### config.mk
export PLATFORM = sky130hd
export DESIGN_NAME = hold_bank
export DESIGN_NICKNAME = d
export VERILOG_FILES = /design/src/rtl/hold_bank_pkg.sv /design/src/rtl/hold_bank_chan.sv /design/src/rtl/hold_bank.sv
export SDC_FILE = /design/constraint.sdc
export NUM_CORES = 1
export LEC_CHECK = 0
export BUFFER_PORTS_ARGS = -buffer_cell sky130_fd_sc_hd__buf_2
export CORE_ASPECT_RATIO = 0.8
export CORE_UTILIZATION = 48
export DETAILED_ROUTE_END_ITERATION = 8
export PLACE_DENSITY = 0.78
export SLEW_MARGIN = 40
export SYNTH_ARGS = -nofsm -noshare
export SYNTH_HDL_FRONTEND = slang
export SYNTH_SLANG_ARGS = --single-unit
### constraint.sdc
create_clock -name clk -period 2.15 [get_ports clk]
set_input_delay 0.3225 -clock clk [delete_from_list [all_inputs] [get_ports clk]]
set_output_delay 0.3225 -clock clk [all_outputs]
set_load 0.05 [all_outputs]
### src/rtl/hold_bank_pkg.sv
// Shared types and helpers for the hold_bank channel bank.
package hold_bank_pkg;

    // Per-channel operating mode, two bits per channel on the mode bus.
    typedef enum logic [1:0] {
        CLEAR  = 2'b00,
        FOLLOW = 2'b01,
        SAMPLE = 2'b10,
        HOLD   = 2'b11
    } mode_e;

    // Bits needed for a counter that must reach warmup without wrapping.
    function automatic int cnt_width(input int warmup);
        return (warmup < 1) ? 1 : $clog2(warmup + 1);
    endfunction

endpackage

### src/rtl/hold_bank_chan.sv
// One channel of the bank: registered data value plus sticky changed flag.
module hold_bank_chan
    import hold_bank_pkg::*;
#(
    parameter int WIDTH = 32
) (
    input  logic             clk,
    input  logic             rst,
    input  logic             run,
    input  logic [1:0]       mode,
    input  logic [WIDTH-1:0] data_in,
    input  logic             strobe,
    input  logic             clear_flags,
    output logic [WIDTH-1:0] data_out,
    output logic             changed
);

    logic [WIDTH-1:0] data_q;
    logic [WIDTH-1:0] data_d;
    logic             changed_q;
    logic             changed_d;

    // Next data by mode; flag sets on any real change, and set beats clear.
    always_comb begin
        data_d    = data_q;
        changed_d = changed_q;
        case (mode_e'(mode))
            CLEAR:  data_d = '0;
            FOLLOW: data_d = data_in;
            SAMPLE: if (strobe) data_d = data_in;
            HOLD:   data_d = data_q;
        endcase
        changed_d = (changed_q && !clear_flags) || (data_d != data_q);
        if (rst || !run) begin
            data_d    = '0;
            changed_d = 1'b0;
        end
    end

    // Channel state register.
    always_ff @(posedge clk) begin
        data_q    <= data_d;
        changed_q <= changed_d;
    end

    assign data_out = data_q;
    assign changed  = changed_q;

endmodule

### src/rtl/hold_bank.sv
// Bank of NCH independent hold/sample channels gated by a post-reset warm-up.
module hold_bank
    import hold_bank_pkg::*;
#(
    parameter int WIDTH  = 32,
    parameter int NCH    = 4,
    parameter int WARMUP = 4
) (
    input  logic                 clk,
    input  logic                 rst,
    input  logic [NCH*WIDTH-1:0] data_in,
    input  logic [2*NCH-1:0]     mode,
    input  logic [NCH-1:0]       strobe,
    input  logic                 clear_flags,
    output logic [NCH*WIDTH-1:0] data_out,
    output logic [NCH-1:0]       changed,
    output logic                 enabled
);

    localparam int            CW         = cnt_width(WARMUP);
    localparam logic [CW-1:0] WARM_LIMIT = CW'(WARMUP);

    logic [CW-1:0] cnt_q;
    logic [CW-1:0] cnt_d;
    logic          enabled_q;
    logic          enabled_d;

    // Saturating warm-up count; enable goes high the cycle the count lands on the limit.
    always_comb begin
        cnt_d = cnt_q;
        if (cnt_q != WARM_LIMIT) begin
            cnt_d = cnt_q + 1'b1;
        end
        if (rst) begin
            cnt_d = '0;
        end
        enabled_d = !rst && (cnt_d == WARM_LIMIT);
    end

    // Warm-up state register.
    always_ff @(posedge clk) begin
        cnt_q     <= cnt_d;
        enabled_q <= enabled_d;
    end

    assign enabled = enabled_q;

    // Channels use the next enable so data loads on the same edge enable rises.
    for (genvar k = 0; k < NCH; k++) begin : g_chan
        hold_bank_chan #(
            .WIDTH(WIDTH)
        ) u_chan (
            .clk        (clk),
            .rst        (rst),
            .run        (enabled_d),
            .mode       (mode[2*k +: 2]),
            .data_in    (data_in[k*WIDTH +: WIDTH]),
            .strobe     (strobe[k]),
            .clear_flags(clear_flags),
            .data_out   (data_out[k*WIDTH +: WIDTH]),
            .changed    (changed[k])
        );
    end

endmodule

==> summary.txt, run 1 <==
Outcome
  • Status: finished, final reports clean

GRT
  • Largest net degree at the start of global routing: 60
  • GRT Total Usage: 0.323
  • Congestion Overflow GR: 0
  • Initial antenna violation count: 2
  • Vias in the first global route: around 10000
  • First-pass GRT wire length: between 50000 and 60000 um

Place
  • Placed cell areas: between 10000 and 15000 um^2
  • Placed instance count: roughly 1900
  • HPWL Detailed: 23300 um
  • PortBufs: around 280
  • Gpl congestion: ~0.96

Logic synthesis
  • Mapped Cells: roughly 1300
  • Ys flop type: dfxtp_1
  • Largest cells by area after synthesis: dfxtp_1, nand2_1, a21oi_1
  • EDFF count, synth: 0
  • Register area share after synthesis: 0.302
  • Yosys top cell by area: dfxtp_1
  • Avg Inst Size Synth: 6.78 um^2
  • Synth Cell Area: 9000 um^2
  • Register bit total from synthesis: approximately 140
  • Yosys warns: 0
  • Synth cell types: 65
  • Yosys top cell area share: 0.302
  • Async SR Flop Fraction: 0
  • Mapped Nets: 1473

Clock tree
  • CTS Root Cell: clkbuf_16
  • CTS tree: built
  • Latest clock arrival within the worst-skew pair: between 0.4 and 0.5 ns
  • Post CTS Setup Buffer Count: 0
  • Clock Pin Slew Worst Setup and Hold Paths: roughly 0.060 ns
  • Cts bufs inserted: 17
  • Clk sinks: between 100 and 150
  • # H-tree levels: 4
  • Max clock buf depth: 2

STA
  • Hold Slack: approximately 0.10 ns
  • Final Skew: about 0.012 ns
  • Slew HR: 0.611
  • Max Transition Viols Final: 0
  • Tcrit/Tclk final: 0.938
  • RSZ-0062 raised after global routing: false
  • Sum Neg Setup Slack: 0 ns
  • Tmin final: slightly above 2 ns
  • Fmax achieved: 496 MHz
  • Endpoints failing setup: 0
  • Fin. Hold Viols: 0
  • Worst Tran Pin Value: 0.583 ns

Min path
  • Worst Hold Class: in -> reg

Finish
  • Most frequent cells in the layout: buf_2, nand2_1, inv_1
  • Commonest non-fill, non-tap cell in the layout: buf_2
  • Fin area: about 12000 um^2
  • Synth-to-Final Area Change: 30.9%
  • Finished Layout Cells: ~1900
  • Final Util: 0.645
  • Nets: roughly 1800
  • Share of layout cells above drive strength 1: 0.275

Pwr
  • Static leakage: between 5 and 6 nW
  • Power Density: 580 nW/um^2
  • Peak supply drop: 0.444 mV

Setup path
  • CP required: around 2.5 ns
  • Crit path capture type: flop
  • Crit Path Max Fanout: 4
  • Crit start category: flop
  • Arr. time, crit path: around 2.3 ns
  • Crit path kind: reg -> reg

Route
  • Final wirelength: 31600 um
  • DRC: 0
  • First DRT Iteration DRCs: ~1300
  • Via count: about 11000
  • WL/cell: 16.7 um
  • Routed Antenna Nets: 0
  • Vias/cell: approximately 5.9
  • First drt pass iteration count: 6

Flow run
  • Max cap viols: 0

Die
  • Total die area: 19300 um^2
  • Die Ht: 125 um
  • FP Rows: 44
  • CORE AREA: about 18000 um^2
  • Initial core utilization: 0.493
  • Num ports: about 280
  • Die Width: 155 um
[sequential cells by signal, indices dropped and copies added, names as in the netlist]
| name | count |
|---|---|
| g_chan.u_chan.data_out | 128 |
| cnt_q | 3 |
| enabled | 1 |
| g_chan.u_chan.changed | 4 |
[worst paths after layout]
kind	slack, ns	endpoint	startpoint	depth (start not counted)
max	0.13	g_chan[2].u_chan.changed	g_chan[2].u_chan.data_out[18]	7
min reg2reg	0.47	g_chan[2].u_chan.data_out[24]	g_chan[2].u_chan.data_out[24]	2
min	0.10	cnt_q[0]	rst	2
max reg2reg	0.13	g_chan[2].u_chan.changed	g_chan[2].u_chan.data_out[18]	7
[metrics by stage]
stage | power [mW] | setup WS (ns)
after floorplan | 3.28 | 0.0166
after global placement | 3.74 | -0.0848
after detailed placement | 3.76 | -0.148
after CTS | 6.85 | 0.0188
after global routing | 7.09 | 0.0276
final | 6.84 | 0.132
[synth_stat cells, drive strengths merged, types with 2 or more instances]
| cell type | n |
|---|---|
| a21oi | 135 |
| o21ai | 99 |
| ha | 2 |
| mux2 | 30 |
| nor4 | 17 |
| clkbuf | 64 |
| a2bb2oi | 2 |
| a221o | 2 |
| nor3b | 2 |
| a2111oi | 2 |
| o22ai | 54 |
| nor3 | 19 |
| a31oi | 11 |
| o22a | 3 |
| o31ai | 4 |
| o2111ai | 8 |
| o211ai | 5 |
| nor2 | 110 |
| xnor2 | 2 |
| dfxtp | 136 |
| a222oi | 11 |
| o2bb2ai | 5 |
| or4 | 6 |
| a22oi | 54 |
| a32oi | 2 |
| nand3 | 7 |
| a211oi | 11 |
| a221oi | 14 |
| nor2b | 23 |
| nand4 | 7 |
| nand2b | 28 |
| nand2 | 228 |
| buf | 19 |
| o221ai | 10 |
| a41oi | 6 |
| mux2i | 4 |
| o311ai | 5 |
| a22o | 9 |
| and3 | 2 |
| inv | 150 |
[where the power goes]
group	internal (mW)	switching [mW]	leakage [nW]
clock	1.91	1.18	0.288
combinational	0.459	0.714	3.69
sequential	2.54	0.0256	1.11
total	4.91	1.92	5.08
[timing repair]
action / 4_1_cts / 5_1_grt
resized for setup: 0 / 8
endpoints found under the hold margin: 0 / 0
hold buffers: 0 / 0
setup endpoints to repair: 0 / 25
[metal layers]
layer  vias up  GRT usage  share of wire
met5         -          0        0.00041
met4         2     0.0844          0.015
met3        43     0.0644           0.11
met2       669      0.491           0.44
met1      5101      0.461           0.44
li1       5297          -              -
[worst max-delay path, stage by stage, from the launching register on]
cell and delay, ns:
dfxtp_2 0.36, inv_1 0.05, a222oi_1 0.49, o221ai_1 0.27, o311ai_1 0.31, a21oi_1 0.11, nor3_2 0.21, a31oi_1 0.10
[cell type report]
type | instances | area [um^2]
fill | 1671 | 6500
multi-input combinational | 958 | 5410
clock buffer | 19 | 464
inverter | 151 | 571
clock inverter | 11 | 148
antenna | 1 | 2.50
timing repair buffer | 363 | 2120
sequential | 136 | 2750
tap | 253 | 317
[logic make-up after synthesis]
| family | synth area share |
|---|---|
| compound gates | 0.329 |
| simple gates | 0.221 |
| buf+inv | 0.101 |
| flops | 0.302 |
| mux | 0.0420 |
| xor+xnor | 0.00292 |
| fa+ha+maj | 0.00278 |
(Power assumes the default switching activity.)
==> run 2: changes to the inputs <==
--- a/config.mk
+++ b/config.mk
@@ -9,7 +9,9 @@
 export CORE_ASPECT_RATIO = 0.8
 export CORE_UTILIZATION = 48
 export DETAILED_ROUTE_END_ITERATION = 8
+export HOLD_SLACK_MARGIN = 0.03
 export PLACE_DENSITY = 0.78
+export REMOVE_ABC_BUFFERS = 1
 export SLEW_MARGIN = 40
 export SYNTH_ARGS = -nofsm -noshare
 export SYNTH_HDL_FRONTEND = slang
==> run 2 against run 1 <==
Hold slack got worse by 0.0041 ns. Core utilization up 0.35 points. Flip-flop and latch count is the same. Global-route usage rose by 0.80 points. Routed wire length grew 2.5%. Clock skew increased by 0.0021 ns. Combinational power is essentially flat. First-iteration DRC count grew 6.1%. Register-to-register slack worse by 0.10 ns. Clock power rose by 2%. Critical endpoint is now g_chan[3].u_chan.changed. Largest cell class unchanged.
==> summary.txt, run 2 (synthesis gave the netlist of run 1 again) <==
Flow run
  • Max cap viols: 0

Route
  • Via count: 11294
  • Top Layer Used: met4
  • Vias/cell: 5.94
  • Routed Antenna Nets: 0
  • First DRT Iteration DRCs: about 1300
  • WL/cell: between 15 and 20 um
  • First drt pass iteration count: 8
  • M1 WL: roughly 14000 um
  • Final wirelength: roughly 32000 um
  • Met3 wire length: approximately 3300 um
  • DRC: 0
  • DR WL met2: 14200 um

Setup path
  • CP Buf/Inv Count: 0
  • Worst R2R End: g_chan[3].u_chan.changed
  • Arr. time, crit path: ~2.4 ns
  • Reg2reg path depth: 6
  • Crit Path Max Fanout: 5
  • Crit start category: flop
  • CP required: between 2 and 2.5 ns
  • Crit path max-delay family: compound AO/OA/AOI/OAI gates
  • R2r setup slk: about 0.033 ns
  • Crit path kind: reg -> reg
  • Worst-path cell chain: a222oi_1 > a21oi_1 > a2bb2oi_1 > or4_1 > nor4_1 > o21ai_1
  • Crit path capture type: flop
  • CP peak stage delay: ~0.56 ns
  • CP Capture Point: g_chan[3].u_chan.changed
  • Reg2reg start: g_chan[3].u_chan.data_out[23]
  • CP Launch Point: g_chan[3].u_chan.data_out[23]
  • CP max stage cell: a222oi_1
  • CP Depth: 6

STA
  • Tcrit/Tclk final: 0.985
  • Fmax achieved: between 400 and 500 MHz
  • Sum Neg Setup Slack: 0 ns
  • Setup WS post-layout: 0.0327 ns
  • Final Skew: about 0.015 ns
  • Slew HR: 0.620
  • Endpoints failing setup: 0
  • Worst Tran Pin Value: around 0.57 ns
  • Fin. Hold Viols: 0
  • Max Transition Viols Final: 0
  • Tmin final: 2.12 ns

Pwr
  • Peak supply drop: 0.461 mV
  • Static leakage: approximately 5 nW
  • Power Density: roughly 580 nW/um^2
  • Pwr Total: 6.92 mW

GRT
  • Initial antenna violation count: 2
  • GRT Total Usage: 0.331
  • Congestion Overflow GR: 0
  • Largest net degree at the start of global routing: 60
  • Vias in the first global route: ~10000
  • First-pass GRT wire length: about 52000 um

Min path
  • Worst Hold Class: in -> reg
  • Hold path depth: 2
  • Min-Delay Startpoint: rst

Place
  • Dpl ws: -0.263 ns
  • Placed cell areas: between 10000 and 15000 um^2
  • PortBufs: 275
  • Gpl congestion: between 0.9 and 1
  • Placed instance count: approximately 1900
  • HPWL Detailed: between 20000 and 25000 um

Clock tree
  • Clk sinks: about 140
  • Max clock buf depth: 2
  • # hold bufs at CTS: 0
  • Clock Pin Slew Worst Setup and Hold Paths: ~0.06 ns
  • Cts bufs inserted: 17
  • CTS tree: built
  • Latest clock arrival within the worst-skew pair: 0.42 ns
  • CTS Root Cell: clkbuf_16
  • # H-tree levels: 4

Finish
  • Synth-to-Final Area Change: 31.6%
  • Finished Layout Cells: about 1900
  • Share of layout cells above drive strength 1: 0.274
  • Largest register FFs: 128
  • Most frequent cells in the layout: buf_2, nand2_1, inv_1
  • Commonest non-fill, non-tap cell in the layout: buf_2
  • # fillers: about 1700
  • Fin area: between 10000 and 15000 um^2
  • Nets: 1780

Die
  • Die Width: 155 um
  • CORE AREA: about 18000 um^2
  • Total die area: a little under 20000 um^2
  • Num ports: about 280
  • Initial core utilization: 0.493
  • Die Ht: 125 um
  • FP Rows: 44

Outcome
  • Status: finished, final reports clean
## run 2: timing repair
action,in CTS,in global routing
gates resized for setup,2,18
hold endpoints to repair,0,0
pin swaps,1,5
buffers inserted,0,1
endpoints found under the setup margin,1,72
## run 2: power breakdown
group	switching (mW)	internal, mW	leakage (nW)	total [mW]
combinational	0.725	0.463	3.73	1.19
clock	1.20	1.95	0.301	3.16
sequential	0.0264	2.55	1.10	2.57
## run 2: per-layer routing
| metal | global-route usage | vias to the layer above |
|---|---|---|
| li1 | - | 5321 |
| met1 | 0.454 | 5211 |
| met2 | 0.514 | 693 |
| met3 | 0.0724 | 69 |
| met4 | 0.104 | 0 |
| met5 | 0 | - |
## run 2: worst min-delay path by stage
| stage | endpoint |
|---|---|
| after floorplan | cnt_q[0] |
| after global placement | g_chan[2].u_chan.data_out[12] |
| after detailed placement | g_chan[2].u_chan.data_out[12] |
| after CTS | cnt_q[0] |
| after global routing | cnt_q[0] |
| final | cnt_q[0] |
## run 2: area by class of cell
class	count	area (um^2)	share of cell area
multi-input cells	958	5440	0.459
inverters	151	571	0.0482
diodes	1	2.50	0.000211
repair buffers	371	2160	0.182
flip-flops and latches	136	2730	0.230
well taps	253	317	0.0267
clock inverters	14	198	0.0167
clock buffers	18	429	0.0362
## run 2: through the flow
stage / util / hold slack, ns
final: 0.648 / 0.0974
after global routing: 0.648 / 0.110
after CTS: 0.644 / 0.0863
after detailed placement: 0.609 / 0.466
after global placement: 0.609 / 0.457
after floorplan: - / 0.394
